`config.mk`:
```
export PLATFORM = sky130hd
export DESIGN_NAME = seg7_ctrl
export DESIGN_NICKNAME = d
export VERILOG_FILES = /design/src/rtl/seg7_ctrl.sv
export SDC_FILE = /design/constraint.sdc
export NUM_CORES = 1
export LEC_CHECK = 0
export CORE_MARGIN = 3
export CORE_UTILIZATION = 40
export CTS_BUF_LIST = sky130_fd_sc_hd__clkbuf_8 sky130_fd_sc_hd__clkbuf_16
export CTS_CLUSTER_SIZE = 14
export DETAILED_ROUTE_END_ITERATION = 10
export HOLD_SLACK_MARGIN = 0.08
export PLACE_DENSITY_LB_ADDON = 0.2
export SYNTH_ARGS = -nofsm -noshare
export SYNTH_HDL_FRONTEND = slang
export SYNTH_SLANG_ARGS = --single-unit
```
`constraint.sdc`:
```
create_clock -name clk -period 1.9 [get_ports clk]
set_input_delay 0.38 -clock clk [delete_from_list [all_inputs] [get_ports clk]]
set_output_delay 0.38 -clock clk [all_outputs]
set_load 0.01 [all_outputs]
```
`src/rtl/seg7_ctrl.sv`:
```
// seg7_ctrl: bus-side latch for a 32-bit word, shown as eight hex digits on a
// common-anode seven-segment display by time-multiplexing the anodes.
module seg7_ctrl #(
    parameter int SCAN_BITS = 15
) (
    input  logic        clk,
    input  logic        rstn,
    input  logic        seg7_we,
    input  logic [31:0] cpuseg7_data,
    input  logic        lz_blank,
    output logic [31:0] disp_data_o,
    output logic [7:0]  disp_an_o,
    output logic [7:0]  disp_seg_o
);

    localparam int CNT_W = SCAN_BITS + 3;

    logic [CNT_W-1:0] r_cnt;
    logic [31:0]      r_data;
    logic [7:0]       r_an;
    logic [7:0]       r_seg;

    logic [2:0]       w_dig;
    logic [3:0]       w_nib;
    logic [2:0]       w_msd;
    logic             w_blank;
    logic [7:0]       w_seg;

    // Active-low segment pattern {dp,g,f,e,d,c,b,a}; dp is never lit.
    function automatic logic [7:0] hex2seg(input logic [3:0] nib);
        logic [7:0] s;
        case (nib)
            4'h0: s = 8'hC0;
            4'h1: s = 8'hF9;
            4'h2: s = 8'hA4;
            4'h3: s = 8'hB0;
            4'h4: s = 8'h99;
            4'h5: s = 8'h92;
            4'h6: s = 8'h82;
            4'h7: s = 8'hF8;
            4'h8: s = 8'h80;
            4'h9: s = 8'h90;
            4'hA: s = 8'h88;
            4'hB: s = 8'h83;
            4'hC: s = 8'hC6;
            4'hD: s = 8'hA1;
            4'hE: s = 8'h86;
            default: s = 8'h8E;
        endcase
        return s;
    endfunction

    // Digit index is the top three counter bits, so each digit dwells 2^SCAN_BITS cycles.
    assign w_dig = r_cnt[CNT_W-1 -: 3];
    assign w_nib = r_data[w_dig*4 +: 4];

    // Position of the most significant nonzero nibble (0 for an all-zero word).
    always_comb begin
        w_msd = 3'd0;
        for (int i = 1; i < 8; i++) begin
            if (r_data[i*4 +: 4] != 4'h0) w_msd = 3'(i);
        end
    end

    assign w_blank = lz_blank && (w_dig > w_msd);
    assign w_seg   = w_blank ? 8'hFF : hex2seg(w_nib);

    // Free-running scan counter, wraps naturally at all-ones.
    always_ff @(posedge clk or negedge rstn) begin
        if (!rstn) r_cnt <= '0;
        else       r_cnt <= r_cnt + 1'b1;
    end

    // Display word: captured on a bus write, otherwise held.
    always_ff @(posedge clk or negedge rstn) begin
        if (!rstn)        r_data <= '0;
        else if (seg7_we) r_data <= cpuseg7_data;
    end

    // Registered drives use the pre-edge counter and data, so a write and a
    // digit change landing on the same edge appear together one edge later.
    always_ff @(posedge clk or negedge rstn) begin
        if (!rstn) begin
            r_an  <= 8'hFF;
            r_seg <= 8'hFF;
        end else begin
            r_an  <= ~(8'd1 << w_dig);
            r_seg <= w_seg;
        end
    end

    assign disp_data_o = r_data;
    assign disp_an_o   = r_an;
    assign disp_seg_o  = r_seg;

endmodule

```
==> results of run 1 <==
[cells in the mapped netlist (all sizes together), types with 2 or more instances]
library cell | number | area [sq um]
nand3 | 9 | 45.04
nor2 | 13 | 51.30
a21oi | 3 | 15.01
nor2b | 2 | 12.51
nand4 | 3 | 18.77
nand3b | 2 | 15.01
o2bb2ai | 2 | 30.03
or2b | 2 | 15.01
o21ai | 4 | 23.77
inv | 7 | 26.27
and3 | 2 | 12.51
o221ai | 4 | 35.03
dfrtp | 50 | 1251
a211oi | 2 | 27.53
o22ai | 3 | 25.02
nand2 | 18 | 67.56
or3 | 2 | 12.51
xnor2 | 10 | 87.58
mux2 | 37 | 420.4
mux2i | 12 | 120.1
xor2 | 7 | 61.31
buf | 11 | 73.82
ha | 10 | 125.1
nor3 | 3 | 15.01
dfstp | 15 | 394.1
nand2b | 2 | 12.51
nor4 | 8 | 50.05
a221oi | 3 | 50.05
[cell type report]
| cell class | count | area (sq um) |
|---|---|---|
| clock buffer | 12 | 165.2 |
| fill | 591 | 2542 |
| sequential | 65 | 1645 |
| tap | 99 | 123.9 |
| inverter | 7 | 26.28 |
| timing repair buffer | 143 | 1314 |
| multi-input combinational | 174 | 1595 |
| clock inverter | 4 | 73.82 |
[how the worst max path moves through the flow]
| stage | from | to | slack [ns] | cells past startpoint |
|---|---|---|---|---|
| finish | disp_data_o[8] | disp_seg_o[0] | -0.32 | 10 |
| floorplan | disp_data_o[23] | disp_seg_o[0] | -0.15 | 9 |
| CTS | disp_data_o[4] | disp_seg_o[0] | -0.28 | 10 |
| detailed placement | disp_data_o[4] | disp_seg_o[0] | -0.42 | 10 |
| global route | disp_data_o[16] | disp_seg_o[0] | -0.42 | 10 |
| global placement | disp_data_o[4] | disp_seg_o[0] | -0.40 | 10 |
[routing by layer]
metal  part of all wire (%)  vias up
met5                      0        -
met4                    1.3        0
met3                    6.1        9
met2                     51       64
met1                     42     1225
li1                       -     1220
[state kept, by name (all words and copies together) (netlist names)]
| signal | cells |
|---|---|
| r_cnt | 18 |
| disp_seg_o | 7 |
| disp_data_o | 32 |
| disp_an_o | 8 |
[stage by stage]
| stage | cells | hold slack, ns | TNS, ns | power [mW] |
|---|---|---|---|---|
| 6_report | 504 | 0.4503 | -2.069 | 3.780 |
| 5_1_grt | 504 | 0.4798 | -2.821 | 3.947 |
| 4_1_cts | 504 | 0.4542 | -1.738 | 3.805 |
| 3_5_place_dp | 487 | 0.4226 | -2.552 | 2.389 |
| 3_3_place_gp | 487 | 0.4153 | -2.145 | 2.379 |
| 2_1_floorplan | 258 | 0.08441 | -0.2941 | 1.889 |
[worst max-delay path, delay by kind of cell (launching register included)]
family                     cells  cell delay [ns]
buffers and inverters          1             0.18
adders and majority gates      1             0.27
DFF                            1             0.41
AOI/OAI and AO/OA              4             0.42
and+or+nand+nor                4             0.86
[what timing repair did]
item / CTS / global route
gates resized for setup: 8 / 10
endpoints found under the setup margin: 7 / 7
buffers inserted: 0 / 0
hold buffers: 1 / 0
endpoints found under the hold margin: 50 / 0
pin swaps: 3 / 7
[power by group through the flow]
| stage | Clock, mW | Combinational, mW | Sequential [mW] |
|---|---|---|---|
| finish | 1.38 | 0.836 | 1.57 |
| global route | 1.46 | 0.905 | 1.58 |
| CTS | 1.41 | 0.827 | 1.57 |
| detailed placement | 0 | 0.813 | 1.58 |
| global placement | 0 | 0.804 | 1.57 |
| floorplan | 0 | 0.249 | 1.64 |
[cell families (layout without fill, tap and decap cells)]
| group | count (synthesis) | after routing | share of synthesized area (%) |
|---|---|---|---|
| and+or+nand+nor | 69 | 69 | 11.04 |
| DFF | 65 | 65 | 51.65 |
| buffers and inverters | 19 | 166 | 3.260 |
| adders and majority gates | 10 | 10 | 3.928 |
| other | 1 | 1 | 0.1177 |
| xor gates and xnor gates | 17 | 17 | 4.674 |
| AOI/OAI and AO/OA | 28 | 28 | 8.366 |
| muxes | 49 | 49 | 16.97 |
==> results.yml, run 1 <==
clocking:
  cts_tree: "yes"
  clkSinkCount: 65
  h-tree-depth: 3
  insertion_delay_ns: 0.35
  cts_inserted_buffers: 9
  clkSlewWorstSetupHoldPaths_ns: 0.07
  clk_path_buf_depth: 2
  root_buffer: "clkbuf_8"
sta:
  setup_ws_ns: -0.3249
  finalClockSkew_ns: 0.006723
  setup_viol: 7
  rsz0062_at_grt: "yes"
  report.final.slew_viol_count: 0
  period_share_pct: 117.1
  max_freq_mhz: 449.5
  post-route-min-period_ns: 2.225
  final_hold_viol_count: 0
finish:
  final_common_cell: "clkdlybuf4s50_1"
  postLayoutCellArea_sq_mm: 0.004943
  fin_util_pct: 66.04
  final_cell_mix: "81 x clkdlybuf4s50_1, 57 x buf_4, 50 x dfrtp_1"
  syn2layout_area_growth_pct: 55.18
  drive_above_1_share_pct: 38.77
  layout.nets: 446
  antenna_cells: 0
worst_setup_path:
  rrSetupSlack_ns: -0.32
  cp-end-kind: "register"
  crit_path_start_kind: "register"
  r2r_cells: 10
  cp_max_fo: 5
  worstPathRequired_ns: 2.17
  crit_chain: "nor4_4 -> buf_4 -> a21oi_2 -> nor2_1 -> ha_1 -> nor2b_1 -> o21ai_2 -> a21oi_4 -> nor4_1 -> a211oi_1"
  cpPeakStageDelay_ns: 0.41
  worstPathArrival_ns: 2.49
  criticalPathCategory: "register to register"
  r2r-end: "disp_seg_o[0]"
  slowest_stage: "dfrtp_1"
  worstReg2RegStart: "disp_data_o[8]"
hold_path:
  worstHoldStart: "r_cnt[0]"
  hp-class: "register to register"
  worstHoldPathCells: 1
  holdPathEnd: "r_cnt[0]"
detailed_routing:
  wirelength_mm: 7.961
  wl_per_cell_um: 15.80
  vias_per_cell: 4.996
  drt_first_pass_iters: 4
  drc: 0
  antenna_left: 0
  vias: 2518
  first_iter_violations: 77
floorplanning:
  chipHeight_um: 95.24
  start_util_pct: 42.55
  core-area_sq_mm: 0.007486
  die-area_sq_mm: 0.009071
  pin_count: 84
  die_w_um: 95.24
  placementRows: 31
run_status:
  status: "finished with violations"
  violations: "negative setup slack"
power:
  switching_share_pct: 24.93
  powerDensity_mw_per_mm2: 764.6
  p_int_mw: 2.838
  ir_drop_uv: 422.8
  pwr-share-comb_pct: 22.1
  power_switching_mw: 0.9422
  pwr-share-seq_pct: 41.5
  clkPwrFrac_pct: 36.4
  p_leak_nw: 2.063
placed_design:
  placement.cell_area_sq_mm: 0.004588
  globalplace.congestion: 0.7984
  numPortBuffers: 82
  place_hpwl_mm: 5.891
  dp_worst_setup_slack_ns: -0.4213
synth:
  synth-async-reset-ratio_pct: 100.0
  yosysSeqAreaShare_pct: 51.65
  netlist_instances: 258
  syn_area_sq_mm: 0.003186
  synth_edf_count: 0
  ys_ff_latch: 65
  ys_warn_count: 0
  synth_nets: 304
  syn_avg_cell_area_sq_um: 12.35
  synth_ff_type: "dfrtp_1"
  synth_cell_type_count: 53
grt:
  use_met3_pct: 6.788
  grt_use_met2_pct: 32.30
  grt_max_degree: 66
  grt_pass1_wl_mm: 13.24
  grt_usage_pct: 19.50
  grt_pass1_vias: 2722
  gr-total-overflow: 0
  busiest_layer: "met2"
  antenna_found_initial: 0
  use_met1_pct: 23.94
flow_run:
  cap_violations: 0
No activity file was read; power rests on OpenSTA's default activity.
==> inputs of run 2 (changes only) <==
--- a/config.mk
+++ b/config.mk
@@ -5,12 +5,14 @@
 export SDC_FILE = /design/constraint.sdc
 export NUM_CORES = 1
 export LEC_CHECK = 0
+export CORE_ASPECT_RATIO = 0.9
 export CORE_MARGIN = 3
 export CORE_UTILIZATION = 40
 export CTS_BUF_LIST = sky130_fd_sc_hd__clkbuf_8 sky130_fd_sc_hd__clkbuf_16
 export CTS_CLUSTER_SIZE = 14
 export DETAILED_ROUTE_END_ITERATION = 10
 export HOLD_SLACK_MARGIN = 0.08
+export MAX_ROUTING_LAYER = met4
 export PLACE_DENSITY_LB_ADDON = 0.2
 export SYNTH_ARGS = -nofsm -noshare
 export SYNTH_HDL_FRONTEND = slang
==> constraint.sdc (replaced) <==
create_clock -name clk -period 1.8 [get_ports clk]
set_input_delay 0.36 -clock clk [delete_from_list [all_inputs] [get_ports clk]]
set_output_delay 0.36 -clock clk [all_outputs]
set_load 0.01 [all_outputs]
==> run 2 against run 1 <==
Global-route usage fell by 0.77 points. Via count rose by 1.6%. Fmax barely moved. Cell count rose by 0.60%. The flow still finishes with violations (negative setup slack). Count of clock-buffer cells in the layout fell by 2. Sequential power rose by 5%. Utilization fell by 0.33 points. Final area rose by 1.8%.
==> results.yml, run 2 (synthesis results as in run 1) <==
run_status:
  status: "finished with violations"
  violations: "negative setup slack"
power:
  ir_drop_uv: 443.3
  power_mw: 3.930
  powerDensity_mw_per_mm2: 781.2
  p_leak_nw: 2.174
floorplanning:
  start_util_pct: 41.60
  core-area_sq_mm: 0.007657
  placementRows: 30
  chipHeight_um: 90.66
  die_w_um: 100.1
  pin_count: 84
  die-area_sq_mm: 0.009072
clocking:
  cts_inserted_buffers: 9
  clkSlewWorstSetupHoldPaths_ns: 0.07
  insertion_delay_ns: 0.34
  h-tree-depth: 3
  root_buffer: "clkbuf_8"
  clk_path_buf_depth: 2
  clkSinkCount: 65
  cts_tree: "yes"
placed_design:
  globalplace.congestion: 0.7778
  numPortBuffers: 82
  place_hpwl_mm: 5.849
worst_setup_path:
  cp-end-kind: "register"
  worstReg2RegStart: "disp_data_o[19]"
  criticalPathCategory: "register to register"
  worstPathArrival_ns: 2.47
  r2r-end: "disp_seg_o[3]"
  crit_path_start_kind: "register"
  cp_max_fo: 5
  rrSetupSlack_ns: -0.42
  r2r_cells: 10
  worstPathRequired_ns: 2.05
sta:
  rsz0062_at_grt: "yes"
  setup_viol: 7
  setup_ws_ns: -0.4243
  post-route-min-period_ns: 2.224
  max_freq_mhz: 449.6
  report.final.slew_viol_count: 0
  tns_ns: -2.367
  finalClockSkew_ns: 0.01035
  final_hold_viol_count: 0
  period_share_pct: 123.6
grt:
  grt_usage_pct: 18.73
  antenna_found_initial: 0
  grt_pass1_wl_mm: 13.10
  use_met1_pct: 25.35
  busiest_layer: "met2"
  grt_max_degree: 66
  grt_use_met2_pct: 28.83
  use_met3_pct: 4.015
  grt_pass1_vias: 2619
  gr-total-overflow: 0
finish:
  fillers: 592
  syn2layout_area_growth_pct: 57.93
  largest_reg_flops: 32
  drive_above_1_share_pct: 41.12
  antenna_cells: 0
  final_common_cell: "clkdlybuf4s50_1"
  layout.nets: 452
  final_cell_mix: "67 x clkdlybuf4s50_1, 63 x buf_4, 50 x dfrtp_1"
detailed_routing:
  vias_per_cell: 5.045
  drc: 0
  first_iter_violations: 44
  wirelength_mm: 8.059
  vias: 2558
  antenna_left: 0
  wl_per_cell_um: 15.90
  drt_first_pass_iters: 5
hold_path:
  worstHoldStart: "r_cnt[0]"
  hp-class: "register to register"
  holdPathEnd: "r_cnt[0]"
  worstHoldPathCells: 1
flow_run:
  cap_violations: 0
==> run 2: cell types whose count changed in the layout (fill, tap and decap cells not counted), sizes merged <==
cell / delta
clkinvlp: +1
dlymetal6s2s: +10
dlygate4sd2: +4
clkbuf: -2
clkdlybuf4s50: -14
inv: +1
buf: +6
==> run 2: area by class of cell <==
| type | instances | area, sq um | area share [%] |
|---|---|---|---|
| clock inverter | 6 | 90.09 | 1.791 |
| tap | 96 | 120.1 | 2.387 |
| sequential | 65 | 1645 | 32.70 |
| multi-input combinational | 174 | 1633 | 32.45 |
| clock buffer | 10 | 137.6 | 2.736 |
| timing repair buffer | 149 | 1379 | 27.41 |
| inverter | 7 | 26.28 | 0.5223 |
==> run 2: metal layers <==
layer,up-vias,share of wire [%]
met2,60,49
li1,1231,-
met5,-,0
met1,1262,46
met4,0,0.50
met3,5,4.9
==> run 2: worst max path at each step <==
stage	slack, ns	depth (start not counted)	endpoint	from
after CTS	-0.37	9	disp_seg_o[6]	disp_data_o[19]
after detailed placement	-0.41	11	disp_seg_o[0]	disp_data_o[8]
after floorplan	-0.25	9	disp_seg_o[0]	disp_data_o[23]
after global routing	-0.58	12	disp_seg_o[3]	disp_data_o[8]
final	-0.42	10	disp_seg_o[3]	disp_data_o[19]
after global placement	-0.38	9	disp_seg_o[1]	disp_data_o[25]
==> run 2: critical path: stages (launching register included) <==
cell     delay (ns)
dfrtp_1        0.40
nor4_2         0.33
nand2_1        0.15
a21oi_2        0.13
nor2_1         0.05
ha_1           0.32
nor2b_4        0.18
o21ai_4        0.07
a21oi_4        0.19
nor2_1         0.09
a32oi_1        0.23
==> run 2: where the power goes <==
group | internal (mW) | total (mW) | switching [mW]
Clock | 0.822 | 1.41 | 0.589
Combinational | 0.510 | 0.872 | 0.361
Sequential | 1.58 | 1.65 | 0.0673
Total | 2.91 | 3.93 | 1.02
==> run 2: repair_timing <==
action,4_1_cts,5_1_grt
buffers inserted,4,3
pin swaps,9,9
hold buffers,1,0
setup endpoints to repair,8,17
endpoints found under the hold margin,50,0
resized for setup,19,20
==> run 2: metrics by stage <==
step | hold slack (ns) | util (%) | worst slack (ns) | instances | area (sq um)
finish | 0.4477 | 65.70 | -0.4243 | 507 | 5031
global route | 0.4874 | 65.70 | -0.5773 | 507 | 5031
CTS | 0.4525 | 64.20 | -0.3693 | 504 | 4916
detailed placement | 0.4071 | 59.87 | -0.4141 | 484 | 4584
global placement | 0.4077 | 59.87 | -0.3781 | 484 | 4584
floorplan | 0.06441 | - | -0.2514 | 258 | 3238
